[src/rtl/acc_datapath.sv]
// -----------------------------------------------------------------------------
// acc_datapath
//   Accumulator datapath driven by the program-ROM control word. It holds the
//   register file R0..R3, the accumulator A, the carry/borrow flag CY and the
//   ALU. Every state update lands on the next rising clk edge.
//
// Ports
//   clk      in   1      single clock, rising edge
//   Reset    in   1      synchronous reset, active-high
//   RegAddr  in   4      one-hot register select, bit i = Ri
//   ALUCode  in   3      LD=000 ADD=001 SUB=010 AND=011 NOT=100 ST=101
//   Reg_CE   in   1      write A into the selected register(s)
//   CY_CE    in   1      update CY from an ADD/SUB result
//   A_CE     in   1      load the ALU result into A
//   ResetCY  in   1      clear CY at the next edge
//   A        out  WIDTH  accumulator (registered)
//   CY       out  1      carry/borrow flag (registered)
//   Zero     out  1      combinational, A == 0
//   Operand  out  WIDTH  combinational, OR of all selected registers
// -----------------------------------------------------------------------------
module acc_datapath #(
  parameter int                WIDTH   = 8,
  parameter logic [WIDTH-1:0]  R0_INIT = 'd0,
  parameter logic [WIDTH-1:0]  R1_INIT = 'd1,
  parameter logic [WIDTH-1:0]  R2_INIT = 'd2,
  parameter logic [WIDTH-1:0]  R3_INIT = 'd4
) (
  input  logic              clk,
  input  logic              Reset,
  input  logic [3:0]        RegAddr,
  input  logic [2:0]        ALUCode,
  input  logic              Reg_CE,
  input  logic              CY_CE,
  input  logic              A_CE,
  input  logic              ResetCY,
  output logic [WIDTH-1:0]  A,
  output logic              CY,
  output logic              Zero,
  output logic [WIDTH-1:0]  Operand
);

  localparam logic [2:0] OP_LD  = 3'b000;
  localparam logic [2:0] OP_ADD = 3'b001;
  localparam logic [2:0] OP_SUB = 3'b010;
  localparam logic [2:0] OP_AND = 3'b011;
  localparam logic [2:0] OP_NOT = 3'b100;
  localparam logic [2:0] OP_ST  = 3'b101;

  logic [WIDTH-1:0] r_a;
  logic             r_cy;
  logic [WIDTH-1:0] r_regs [4];

  logic [WIDTH-1:0] w_operand;
  logic [WIDTH:0]   w_sum;
  logic [WIDTH:0]   w_diff;
  logic [WIDTH-1:0] w_result;
  logic             w_cy_next;

  // ---------------------------------------------------------------------------
  // Register file: each Ri captures the pre-edge A when selected with Reg_CE.
  // ---------------------------------------------------------------------------
  genvar gi;
  generate
    for (gi = 0; gi < 4; gi++) begin : g_reg
      localparam logic [WIDTH-1:0] INIT = (gi == 0) ? R0_INIT :
                                          (gi == 1) ? R1_INIT :
                                          (gi == 2) ? R2_INIT : R3_INIT;
      always_ff @(posedge clk) begin
        if (Reset) begin
          r_regs[gi] <= INIT;
        end else if (Reg_CE && RegAddr[gi]) begin
          r_regs[gi] <= r_a;
        end
      end
    end
  endgenerate

  // Operand is the OR of every selected register, so no select gives 0.
  always_comb begin
    w_operand = '0;
    for (int i = 0; i < 4; i++) begin
      if (RegAddr[i]) begin
        w_operand = w_operand | r_regs[i];
      end
    end
  end

  // ---------------------------------------------------------------------------
  // ALU. Both arithmetic paths are zero-extended by one bit so the top bit of
  // the result is the carry out (ADD) or the borrow out (SUB).
  // ---------------------------------------------------------------------------
  assign w_sum  = {1'b0, r_a} + {1'b0, w_operand} + {{WIDTH{1'b0}}, r_cy};
  assign w_diff = {1'b0, r_a} - {1'b0, w_operand} - {{WIDTH{1'b0}}, r_cy};

  always_comb begin
    w_result = r_a;
    case (ALUCode)
      OP_LD:   w_result = w_operand;
      OP_ADD:  w_result = w_sum[WIDTH-1:0];
      OP_SUB:  w_result = w_diff[WIDTH-1:0];
      OP_AND:  w_result = r_a & w_operand;
      OP_NOT:  w_result = ~r_a;
      OP_ST:   w_result = r_a;
      default: w_result = r_a;
    endcase
  end

  // CY: clear has priority, then ADD/SUB updates; other codes leave it alone.
  always_comb begin
    w_cy_next = r_cy;
    if (ResetCY) begin
      w_cy_next = 1'b0;
    end else if (CY_CE && (ALUCode == OP_ADD)) begin
      w_cy_next = w_sum[WIDTH];
    end else if (CY_CE && (ALUCode == OP_SUB)) begin
      w_cy_next = w_diff[WIDTH];
    end
  end

  always_ff @(posedge clk) begin
    if (Reset) begin
      r_a  <= '0;
      r_cy <= 1'b0;
    end else begin
      if (A_CE) begin
        r_a <= w_result;
      end
      r_cy <= w_cy_next;
    end
  end

  assign A       = r_a;
  assign CY      = r_cy;
  assign Zero    = (r_a == '0);
  assign Operand = w_operand;

endmodule

[config.mk]
export PLATFORM = sky130hd
export DESIGN_NAME = acc_datapath
export DESIGN_NICKNAME = d
export VERILOG_FILES = /design/src/rtl/acc_datapath.sv
export SDC_FILE = /design/constraint.sdc
export NUM_CORES = 1
export LEC_CHECK = 0
export CAP_MARGIN = 20
export CORE_MARGIN = 2
export CORE_UTILIZATION = 49
export CTS_BUF_LIST = sky130_fd_sc_hd__clkbuf_16
export DETAILED_ROUTE_END_ITERATION = 16
export PLACE_DENSITY = 0.7
export SETUP_SLACK_MARGIN = 0.15
export SLEW_MARGIN = 20
export SYNTH_ARGS = -nofsm -noshare
export SYNTH_HDL_FRONTEND = slang
export SYNTH_SLANG_ARGS = --single-unit
[constraint.sdc]
create_clock -name clk -period 3.03 [get_ports clk]
set_input_delay 0.303 -clock clk [delete_from_list [all_inputs] [get_ports clk]]
set_output_delay 0.303 -clock clk [all_outputs]
set_load 0.01 [all_outputs]
-- Word-level counts from Yosys, hierarchy flattened
Memory sizes are Yosys's and may differ from the RTL's.
Index checks and enable logic that the tools add are counted.
- register bits after elaboration: 9
- RAM bits: 32
- input port bits: 13
- output and inout bits: 18
- logic and storage cells: 57
- memories kept: 1
- $add $sub $neg: 4
- equal/unequal tests: 4
- muxes and demuxes: 25
- bitwise operators: 9
- reductions and logical operators: 12
- memories (memory ; depth ; width ; rd ports ; clocked after memory_dff ; write ports ; line ; RTL):
    r_regs ; 4 ; 8 ; 4 ; 0 ; 4 ; 51 ; logic [WIDTH-1:0] r_regs [4];
- operator list (cell ; count):
    $mux 8 ; 8
    $pmux 8 s5 ; 1
    $or 8x8->8 ; 3
    $mux 1 ; 16
    $add 8x8->9 ; 1
    $add 9x1->9 ; 1
    $sub 8x8->9 ; 1
    $sub 9x1->9 ; 1
    $and 8x8->8 ; 1
    $logic_not 8->1 ; 1
    $not 8->8 ; 1
    $eq 3x2->1 const B ; 2
    $logic_and 1x1->1 ; 6
    $reduce_bool 5->1 ; 1
    $or 1x1->1 ; 4
    $eq 3x1->1 const B ; 1
    $eq 3x3->1 const B ; 1
    $logic_not 3->1 ; 1
    $reduce_and 2->1 ; 1
    $reduce_bool 2->1 ; 1
    $reduce_or 2->1 ; 1

-- Longest topological paths before layout
Gate-level depths: netlist of run 1.
- depth after elaboration: 11
- gate-level depth with buffers: 13
- gate-level depth less buffers: 12

-- Worst setup path before layout of run 1
No wires, ideal clock.
- path type: input-to-reg
- start point: input port RegAddr[2]
- end point: register r_a[6] (netlist: A[6])
- setup time: 0.131 ns
- arrival time: 2.487 ns
- required time: 2.899 ns
- slack: 0.412 ns
- cell stages on the path: 13
- buffers on the path: 1
- path through: clkbuf_1 -> a22oi_1 -> nand2_1 -> xnor2_1 -> ha_1 -> o21bai_1 -> inv_1 -> fa_1 -> a21boi_1 -> o22ai_2 -> xnor2_1 -> a211oi_2 -> o32ai_1
- cells in the longest elaborated chain, start to end: 6
- elaborated cells on any way between the ends: 9
- classes of those cells: add/sub (4); mux (3); bitwise (2)
- RTL lines (what ; line ; RTL):
    start: declaration ; 30 ; input logic [3:0] RegAddr,
    $mux 8 (*) ; 82 ; if (RegAddr[i]) begin
    $or 8x8->8 ; 83 ; w_operand = w_operand | r_regs[i];
    $mux 8 (*) ; 82 ;
    named net Operand[0] ; 39 ; output logic [WIDTH-1:0] Operand
    $sub 8x8->9 or $add 8x8->9 (tied branches) ; 93, 92 ;
    $sub 9x1->9 or $add 9x1->9 (tied branches) ; 93, 92 ;
    $pmux 8 s5 (*) ; 97 ; case (ALUCode)
    end signal: assignment ; 126 ; r_a <= w_result;
    end: declaration ; 49 ; logic [WIDTH-1:0] r_a;
The timed path passes the listed nets; every way through them passes the cells marked *.
A chain may end at the register's enable or synchronous reset.

==> results.md, run 1 <==
* Mapped Cells at ~340
* Cts-stage hold buffer count at 0
* Max rail drop VDD at ~400 uV
* I/O Buffers at 30
* Row cnt at 29
* Post-route ant nets at 0
* Die area at approximately 7000 sq um
* Status: completed
* IO Count at 31
* Pwr dens at 514 nW/um^2
* Yosys top cell area share at 0.304
* Final clock skew at between 0.004 and 0.005 ns
* Post-synth ARST share at 0
* First-pass GRT wire length at 14000 um
* Area grow syn2layout at 26.3%
* Post-DP HPWL at between 6000 and 7000 um
* Finished Cell Area at around 4000 sq um
* HP Class: in2reg
* Wirelength, routed at a little under 9000 um
* Global route overflow at 0
* Final Setup Violations at 0
* Mapped Area at about 3200 sq um
* Fin. Hold Viols at 0
* Placement Cell Area at roughly 3700 sq um
* Layout cells sized above 1 at 0.181
* Number of synthesized flops with an enable pin at 32
* Drt via density at ~5.9
* Setup crit start kind: flip-flop
* WS Path Type: reg2reg
* GP Congestion at 0.988
* Pins Over Slew Limit at 0
* Final period utilization at 0.861
* First DRT Iteration DRCs at between 150 and 200
* Ys flop type: edfxtp_1
* Via count at approximately 2800
* Clk slew on worst S/H paths at around 0.060 ns
* Die Span Y at between 80 and 90 um
* Total global-route track usage at 0.248
* Antenna diode count at 0
* Setup TNS at 0 ns
* CTS Buffer Depth at 2
* Num CTS Buffers at 5
* Synth cell types at 64
* Register area share after synthesis at 0.361
* Crit path arrival time at about 2.8 ns
* Latest clock arrival within the worst-skew pair at ~0.29 ns
* Static leakage at 1.76 nW
* Slew @ Worst Pin at 0.749 ns
* Fill cell count at approximately 520
* Avg WL per Cell at ~19 um
* Die W at between 80 and 90 um
* Vias in the first global route at approximately 2700
* Initial antenna violation count at 0
* Pin count of the biggest net entering global routing at 21
* Slew headroom at 0.499
* H-tree level count at 2
* Tmin final at 2.61 ns
* Mapped Nets at 376
* Post-synthesis register bit count at ~40
* Nets@finish at between 400 and 500
* Area leader, netlist: edfxtp_1
* Worst path required time at 3.17 ns
* Worst-path fanout max at 4
* DRC errors left at 0
* Fmax at between 300 and 400 MHz
* Top cells by area, synth: edfxtp_1 (30%), ha_1 (9.1%), and3_1 (5.9%), dfxtp_1 (5.7%), a22oi_1 (3.6%)
* CTS root buffer: clkbuf_16
* MaxCap Viol Count at 0
* YS warnings at 0
* RSZ-0062 raised after global routing: no
* CTS tree: built
* Crit path capture type: flip-flop
* Placeable Area at between 6000 and 7000 sq um
* Clock sinks at about 40
* Initial core utilization at 0.501
* Synthesized area per cell at ~9.4 sq um
* Pre-antenna DRT Iters at 4
==> metal layers <==
layer | global-route usage | share of wire | vias up
met3 | 0.0246 | 0.055 | 9
met2 | 0.413 | 0.49 | 106
met5 | 0 | 0 | -
li1 | - | - | 1354
met4 | 0.0707 | 0.011 | 0
met1 | 0.346 | 0.44 | 1322
==> synthesized netlist by cell type (2+ instances only) <==
cell type   n
a22o_1      3
a311oi_1    2
nand4_1     2
o21ai_0     9
a22oi_1    15
nand2b_1    5
buf_2       2
o21ai_1     5
or3_1       3
a221oi_2    3
nor2_1     15
ha_1       23
nor3_1      8
inv_1      26
a21oi_1    17
a21o_1      6
xnor2_1     7
nor2b_1     6
a2bb2oi_1   3
fa_1        3
nand3_1     5
nor4_1      2
xor2_1      2
edfxtp_1   32
o21a_1      3
clkbuf_1   13
nor3b_2     3
buf_4       3
o32ai_1     2
a211oi_2    2
dfxtp_1     9
and3_1     30
and2_1      2
o211ai_1    2
nand2_1    29
mux2i_1     5
buf_6       3
==> placed cells by master (no fill, tap or decap), drive strengths merged, types with 3 or more instances in the layout <==
cell type and n:
nor2 16, dlymetal6s2s 4, clkbuf 5, a21o 6, a211oi 3, a22o 3
and3 30, a22oi 15, o21a 3, nand3 5, nor3 8, a2bb2oi 3
nor3b 4, dfxtp 9, xnor2 8, a21oi 17, or3 3, a221oi 4
edfxtp 32, buf 39, ha 23, inv 28, mux2i 5, fa 3
o21ai 15, clkdlybuf4s50 26, nand2 30, nor2b 6, nand2b 5
==> stage by stage <==
step	setup slack, ns	total power [W]	utilization	instances	hold WS (ns)
4_1_cts	0.155	0.00203	0.623	469	0.636
6_report	0.420	0.00205	0.633	470	0.524
3_3_place_gp	-0.141	0.00133	0.591	461	0.613
5_1_grt	0.282	0.00215	0.633	470	0.545
3_5_place_dp	-0.205	0.00133	0.591	461	0.628
2_1_floorplan	0.412	0.00109	-	337	0.451
==> where the power goes <==
part           internal, W  total, W  switching [W]
Sequential        0.000642  0.000673      0.0000316
Combinational     0.000320  0.000683       0.000362
Clock             0.000475  0.000698       0.000224
==> what timing repair did <==
| action | in CTS | in global routing |
|---|---|---|
| resized for setup | 2 | 14 |
| setup endpoints to repair | 1 | 6 |
| gates cloned | 0 | 0 |
| buffers inserted | 0 | 1 |
| pin swaps | 0 | 2 |
==> kinds of logic after synthesis <==
kind of cell               count (synthesis)  share of synthesized area
and+or+nand+nor                          117                      0.201
AOI/OAI and AO/OA                         89                      0.210
buffers and inverters                     48                     0.0684
DFF                                       41                      0.361
adders and majority gates                 26                      0.110
xor gates and xnor gates                  10                     0.0301
muxes                                      6                     0.0194
==> flip-flops by register name, summed over array words and instances (netlist names) <==
name / count
r_regs: 32
A: 8
CY: 1
==> layout make-up <==
class,instances,area (sq um),area share
Clock buffer,5,125,0.0313
Clock inverter,3,68.8,0.0172
Inverter,27,101,0.0254
Multi-Input combinational cell,248,1860,0.465
Sequential cell,41,1140,0.286
Tap cell,77,96.3,0.0241
Timing Repair Buffer,69,607,0.152
==> worst paths after layout <==
kind | start | depth (start not counted) | to | slack [ns]
worst max-delay path | r_regs[0][0] | 12 | A[4] | 0.42
worst min-delay path | RegAddr[1] | 3 | r_regs[1][0] | 0.52
worst max register to register | r_regs[0][0] | 12 | A[4] | 0.42
worst min register to register | A[5] | 2 | A[5] | 0.63
==> worst max-delay path: stages (launching register included) <==
cell and delay (ns):
edfxtp_1 0.38, a22oi_2 0.23, nand2_2 0.13, xnor2_1 0.16
ha_1 0.16, o21bai_1 0.13, inv_1 0.08, fa_1 0.42
a21boi_2 0.19, nor2_1 0.08, xnor2_1 0.14, a211oi_2 0.25
o32ai_1 0.12
Power figures use the tool's default switching activity.
==> run 2: changes to the inputs <==
Settings changed: CTS_CLUSTER_SIZE set to 25.
==> results of run 2 <==
Same layout as run 1: the final DEF is identical, and so are final timing and power.
